===== config.mk =====
export PLATFORM = sky130hd
export DESIGN_NAME = l1_ahb_mtx_in_stage
export DESIGN_NICKNAME = d
export VERILOG_FILES = /design/src/rtl/l1_ahb_mtx_in_stage.sv
export SDC_FILE = /design/constraint.sdc
export NUM_CORES = 1
export LEC_CHECK = 0
export CAP_MARGIN = 5
export CORE_ASPECT_RATIO = 0.7
export CORE_UTILIZATION = 47
export CTS_CLUSTER_DIAMETER = 40
export CTS_CLUSTER_SIZE = 12
export DETAILED_ROUTE_END_ITERATION = 8
export GPL_TIMING_DRIVEN = 0
export PLACE_DENSITY = 0.95
export SLEW_MARGIN = 10
export SYNTH_ARGS = -nofsm -noshare
export SYNTH_HDL_FRONTEND = slang
export SYNTH_SLANG_ARGS = --single-unit

===== constraint.sdc =====
create_clock -name HCLK -period 7.2 [get_ports HCLK]
set_input_delay 2.16 -clock HCLK [delete_from_list [all_inputs] [get_ports HCLK]]
set_output_delay 2.16 -clock HCLK [all_outputs]
set_load 0.1 [all_outputs]

===== src/rtl/l1_ahb_mtx_in_stage.sv =====
// Bus-matrix slave-interface input stage.
// Captures each accepted AHB address phase. When the output stage does not
// serve this port in the same cycle, it stalls the master and replays the
// captured transfer toward the decoder until the port is granted.
//
// state | meaning
// PASS  | live master address/control forwarded, decoder response returned
// HELD  | captured transfer replayed, master stalled with OKAY
module l1_ahb_mtx_in_stage #(
  parameter int AW      = 32,
  parameter int DEC_LSB = 10,
  parameter int UW      = 32
) (
  input  logic                  HCLK,
  input  logic                  HRESET,
  input  logic                  HSELS,
  input  logic [AW-1:0]         HADDRS,
  input  logic [1:0]            HTRANSS,
  input  logic                  HWRITES,
  input  logic [2:0]            HSIZES,
  input  logic [2:0]            HBURSTS,
  input  logic [3:0]            HPROTS,
  input  logic                  HMASTLOCKS,
  input  logic [UW-1:0]         HAUSERS,
  input  logic                  HREADYS,
  input  logic                  active_dec,
  input  logic                  readyout_dec,
  input  logic [1:0]            resp_dec,
  output logic                  sel_dec,
  output logic [AW-DEC_LSB-1:0] decode_addr_dec,
  output logic [AW-1:0]         addr_in,
  output logic [1:0]            trans_dec,
  output logic                  write_in,
  output logic [2:0]            size_in,
  output logic [2:0]            burst_in,
  output logic [3:0]            prot_in,
  output logic                  mastlock_in,
  output logic [UW-1:0]         auser_in,
  output logic                  ready_in,
  output logic                  held_tran,
  output logic                  HREADYOUTS,
  output logic [1:0]            HRESPS
);

  typedef enum logic {PASS, HELD} state_t;

  state_t        state;
  logic [AW-1:0] h_addr;
  logic [1:0]    h_trans;
  logic          h_write;
  logic [2:0]    h_size;
  logic [2:0]    h_burst;
  logic [3:0]    h_prot;
  logic          h_lock;
  logic [UW-1:0] h_auser;

  logic acc;
  logic is_held;

  assign acc = HSELS & HTRANSS[1] & HREADYS;

  // Reset forces the stage transparent even before the first clock edge.
  assign is_held = (state == HELD) & ~HRESET;

  // FSM plus holding register; the register only loads from the live bus in PASS.
  always_ff @(posedge HCLK) begin
    if (HRESET) begin
      state   <= PASS;
      h_addr  <= '0;
      h_trans <= '0;
      h_write <= 1'b0;
      h_size  <= '0;
      h_burst <= '0;
      h_prot  <= '0;
      h_lock  <= 1'b0;
      h_auser <= '0;
    end else begin
      case (state)
        PASS: begin
          if (acc) begin
            h_addr  <= HADDRS;
            h_trans <= HTRANSS;
            h_write <= HWRITES;
            h_size  <= HSIZES;
            h_burst <= HBURSTS;
            h_prot  <= HPROTS;
            h_lock  <= HMASTLOCKS;
            h_auser <= HAUSERS;
            if (!active_dec) state <= HELD;
          end
        end
        HELD: begin
          if (active_dec) state <= PASS;
        end
        default: state <= PASS;
      endcase
    end
  end

  // Select live or held address/control toward the decoder and bus switch.
  always_comb begin
    if (is_held) begin
      addr_in     = h_addr;
      trans_dec   = h_trans;
      write_in    = h_write;
      size_in     = h_size;
      burst_in    = h_burst;
      prot_in     = h_prot;
      mastlock_in = h_lock;
      auser_in    = h_auser;
      sel_dec     = 1'b1;
      ready_in    = 1'b1;
    end else begin
      addr_in     = HADDRS;
      trans_dec   = HRESET ? 2'b00 : HTRANSS;
      write_in    = HWRITES;
      size_in     = HSIZES;
      burst_in    = HBURSTS;
      prot_in     = HPROTS;
      mastlock_in = HMASTLOCKS;
      auser_in    = HAUSERS;
      sel_dec     = HSELS & ~HRESET;
      ready_in    = HREADYS;
    end
  end

  assign decode_addr_dec = addr_in[AW-1:DEC_LSB];

  // Master-side response: stall with OKAY while replaying, otherwise pass the decoder through.
  always_comb begin
    if (HRESET) begin
      HREADYOUTS = 1'b1;
      HRESPS     = 2'b00;
    end else if (is_held) begin
      HREADYOUTS = 1'b0;
      HRESPS     = 2'b00;
    end else begin
      HREADYOUTS = readyout_dec;
      HRESPS     = resp_dec;
    end
  end

  assign held_tran = is_held;

endmodule


; ---- Word level (Yosys, flattened, before mapping)
; Cells that the tools add are included.
[word_totals]
output_inout_bits = 106
in_bits = 86
regBits = 79
word_cells = 34
[op_classes]
bitwise = 6
n_reduce_logical = 1
n_mux = 18
[op_table]
columns = operator, n
row1 = 32-bit 2-to-1 mux, 2
row2 = 1-bit 2-to-1 mux, 8
row3 = 2-bit 2-to-1 mux, 4
row4 = 3-bit 2-to-1 mux, 2
row5 = 1-bit bitwise AND, 4
row6 = 4-bit 2-to-1 mux, 1
row7 = 1-bit inverter, 2
row8 = 1-bit case mux with 2 select lines, 1
row9 = 2-bit AND reduction, 1

; ---- Longest topological paths before layout
[depth]
depth_word = 4
mapped_depth = 7

; ---- Worst setup path after synthesis
; No wires, ideal clock.
[synth_path]
path_kind = input -> output
from = input HRESET
to = output HRESPS[0]
t_arrival_ns = 4.864
required_time_ns = 5.040
n_path_buf = 3
stages = 4
slack_ns = 0.176
cell_sequence = buf_6 -> clkbuf_1 -> clkbuf_1 -> nor3b_1
[synth_between]
elab_chain_cells = 4
[synth_lines]
columns = item, line
row1 = "start, declared", 15  ; input logic HRESET,
row2 = 1-bit inverter, 63  ; assign is_held = (state == HELD) & ~HRESET;
row3 = 1-bit bitwise AND, 63
row4 = 2-bit 2-to-1 mux, 134  ; end else if (is_held) begin
row5 = 2-bit 2-to-1 mux (*), 131  ; if (HRESET) begin
row6 = "end, declared", 42  ; output logic [1:0] HRESPS
; Every way passes the cells marked *; elsewhere a longest branch is shown, timed or not.

; ---- Worst setup path in the final report
[layout_path]
from = input HRESET
to = output HREADYOUTS
[layout_between]
elab_chain_cells = 4
[layout_lines]
columns = item, line
row1 = 1-bit inverter, 63
row2 = 1-bit bitwise AND, 63
row3 = 1-bit 2-to-1 mux, 134
row4 = 1-bit 2-to-1 mux (*), 131
row5 = "end, declared", 41  ; output logic HREADYOUTS,
; Marked as above.

==> metrics.md <==
| Metric | Value |
|---|---|
| Result of the run | finished clean |
| FF-to-FF setup slack | 5.66 ns |
| Port bufs | 190 |
| ANT nets after route | 0 |
| Launching point of the worst reg2reg path | state$_SDFF_PP0_ |
| Remaining DRCs | 0 |
| Iteration-0 DRC count of the detailed router | 138 |
| Total instance count after detailed placement | 780 |
| Antenna violations before repair | 0 |
| Synth top area cells | sky130_fd_sc_hd__dfxtp_1 34%, sky130_fd_sc_hd__nand2b_1 21%, sky130_fd_sc_hd__mux2_2 18% |
| Ordered cell list for the critical path | buf_6, clkbuf_1, clkbuf_1, a21o_1, clkdlybuf4s50_1 |
| Synthesized area per cell | 10.2 um2 |
| Final cell utilization of the core | 72.8% |
| Number of vias per cell | 4.89 |
| Antenna Cells | 0 |
| First-pass GRT wire length | 19,800 um |
| Synthesized netlist net count | 548 |
| Wirelength, routed | 12,400 um |
| I/O pin total | 192 |
| Worst voltage drop across the vdd grid | 0.130 mV |
| Worst hold path cell count | 2 |
| Most common cell in the synthesized netlist | sky130_fd_sc_hd__nand2b_1 |
| Latest clock arrival within the worst-skew pair | 0.34 ns |
| Total clock buffers created by CTS | 9 |
| P_leak | 2.64 nW |
| Area share of the leading cell type in the synthesized netlist | 33.7% |
| Number of nets in the layout | 749 |
| Hold Crit Start | h_auser[31]$_SDFFE_PP0P_ |
| Most used DFF post-synth | sky130_fd_sc_hd__dfxtp_1 |
| Worst max-slew margin expressed relative to the limit | 32.5% |
| Std-Cell Rows | 30 |
| CTS tree | yes |
| Post-layout instance count excluding filler cells | 796 |
| Number of buffers inserted for hold repair after clock tree synthesis | 0 |
| Total of max-cap violations | 0 |
| Most common library cells after synthesis | 155 x sky130_fd_sc_hd__nand2b_1, 79 x sky130_fd_sc_hd__dfxtp_1, 79 x sky130_fd_sc_hd__mux2i_1 |
| Cell type contributing the most total cell area after synthesis | sky130_fd_sc_hd__dfxtp_1 |
| Worst Setup End Kind | output pin |
| Global placer's final weighted congestion | 0.806 |
| Average detailed-routed wire length per instance | 15.6 um |
| Largest stage delay on the critical path | 1.15 ns |
| Seq/Total Area, Yosys | 33.7% |
| Number of levels in the clock H-tree | 3 |
| Maximum number of buffers from clock root to sink | 2 |
| Layout Cell Area excl Fill | 7050 um2 |
| Pin count of the biggest net entering global routing | 14 |
| Cell at the slowest stage of the critical path | sky130_fd_sc_hd__clkdlybuf4s50_1 |
| Clock Root Buffer | sky130_fd_sc_hd__clkbuf_16 |
| Fraction of layout cells with a size suffix above 1 | 20.1% |
| Worst-margin pin slew | 1.01 ns |
| Pre-CTS WS | 0.605 ns |
| Clock slew seen by the registers of the worst setup and hold paths | 0.06 ns |
| Final max-slew violation count | 0 |
| Length in cells of the worst reg-to-reg path | 6 |
| Fraction of registers with async set/reset | 0% |
| Maximum fanout along the worst path | 10 |
| Initial standard-cell utilization of the core | 48.4% |
| Warnings from Yosys | 0 |
| Post-synthesis cell count | 462 |
| Power Density | 200 nW/um2 |
| Synthesis-stage register bit count | 79 |
| WP data arrival | 4.41 ns |
| Tcrit/Tclk final | 91.3% |
| Aggregate negative setup slack | 0 ns |
| Number of gates resized after cts | 0 |
| F_max | 152 MHz |
| # Post-CTS Setup Buffers | 0 |
| Final critical-path setup slack | 0.628 ns |
| Data required, critical path | 5.04 ns |
| Final Hold Violating Endpoints | 0 |
| Minimum clock period | 6.57 ns |
| Die Footprint | 10,400 um2 |
| Count of final setup violators | 0 |
| GRT Total Usage | 24.5% |
| Clock sink count | 79 |
| Mapped cell area | 4690 um2 |
| Kind of critical path | in2out |
| Post-detailed-placement cell area | 6750 um2 |
| Number of enable-type register cells in the synthesized netlist | 0 |
| Most used cell, CP | sky130_fd_sc_hd__clkbuf_1 |
| Number of iterations in the first detailed-routing pass | 4 |
| Horizontal extent of the die | 121 um |
| Vias in the first global route | 4,155 |
| Chip height | 85.6 um |
| Area inside the core boundary | 9680 um2 |
| Count of different cell masters after synthesis | 17 |
| Layout Skew | 0.00456 ns |
| Total via count in the routed design | 3,894 |
| HP Class | reg2reg |
| Worst setup startpoint | HRESET |
| Growth of design area from synthesis to finish | 50.3% |
| RSZ-0062 raised after global routing | no |
| HPWL after DPL | 9260 um |
| Grt total ovfl | 0 |
| Element type at the critical path start | primary input |
-- path summary, 6_finish.rpt --
kind	end
max	HREADYOUTS
min reg2reg	h_auser[31]$_SDFFE_PP0P_
max reg2reg	h_auser[28]$_SDFFE_PP0P_
min	h_auser[31]$_SDFFE_PP0P_
-- state kept, by name (all words and copies together) (netlist names) --
name / flops
h_burst: 3
h_trans: 2
h_lock: 1
h_size: 3
state: 1
h_addr: 32
h_prot: 4
h_write: 1
h_auser: 32
-- report_power, final --
group	leakage, nW	internal [mW]	switching (mW)
registers	0.642	0.453	0.00807
logic	1.86	0.160	0.330
clock network	0.138	0.277	0.181
total	2.64	0.890	0.519
-- worst max-delay path: cells and delay by family --
family	cells	cell delay (ns)
buffers and inverters	4	2.10
AO/OA/AOI/OAI	1	0.14
-- area by class of cell --
type | instances | area [um2]
Clock inverter | 5 | 57.6
Multi-Input combinational cell | 322 | 2700
Buffer | 59 | 404
Timing Repair Buffer | 190 | 1900
Tap cell | 128 | 160
Fill cell | 686 | 2630
Clock buffer | 11 | 243
Sequential cell | 79 | 1580
Inverter | 2 | 7.51
-- logic make-up after synthesis --
kind of cell,synth area share (%)
buf+inv,8.77
compound gates,0.507
flops,33.7
mux,35.1
simple gates,21.9
-- stage by stage --
stage                     power (mW)  hold slack (ns)
after floorplan                0.825            0.446
after global placement         0.953            0.456
after detailed placement       0.960            0.462
after CTS                       1.42            0.474
after global routing            1.46            0.490
final                           1.41            0.472
-- layout by cell type, fill, tap and decap left out --
cell type                         instances
sky130_fd_sc_hd__clkbuf_8                 1
sky130_fd_sc_hd__inv_1                    2
sky130_fd_sc_hd__buf_6                   10
sky130_fd_sc_hd__nand2b_4                 1
sky130_fd_sc_hd__a31oi_1                  1
sky130_fd_sc_hd__and4b_1                  1
sky130_fd_sc_hd__nor2_1                   4
sky130_fd_sc_hd__o21ba_1                  1
sky130_fd_sc_hd__mux2i_1                 79
sky130_fd_sc_hd__clkbuf_16                9
sky130_fd_sc_hd__a21o_1                   1
sky130_fd_sc_hd__mux2_2                  76
sky130_fd_sc_hd__nor3b_1                  2
sky130_fd_sc_hd__bufinv_16                1
sky130_fd_sc_hd__dfxtp_1                 79
sky130_fd_sc_hd__nand2b_1               155
sky130_fd_sc_hd__nor3_1                   1
sky130_fd_sc_hd__buf_4                   27
sky130_fd_sc_hd__clkbuf_1                18
sky130_fd_sc_hd__clkinv_2                 1
sky130_fd_sc_hd__clkdlybuf4s50_1        190
sky130_fd_sc_hd__buf_2                    5
sky130_fd_sc_hd__clkinvlp_4               3
-- metal layers --
layer	global-route usage [%]	share of wire (%)
met1	27.7	42
met2	44.0	50
met3	7.31	6.8
met4	8.31	1.7
met5	0	0
(Power assumes the default switching activity.)
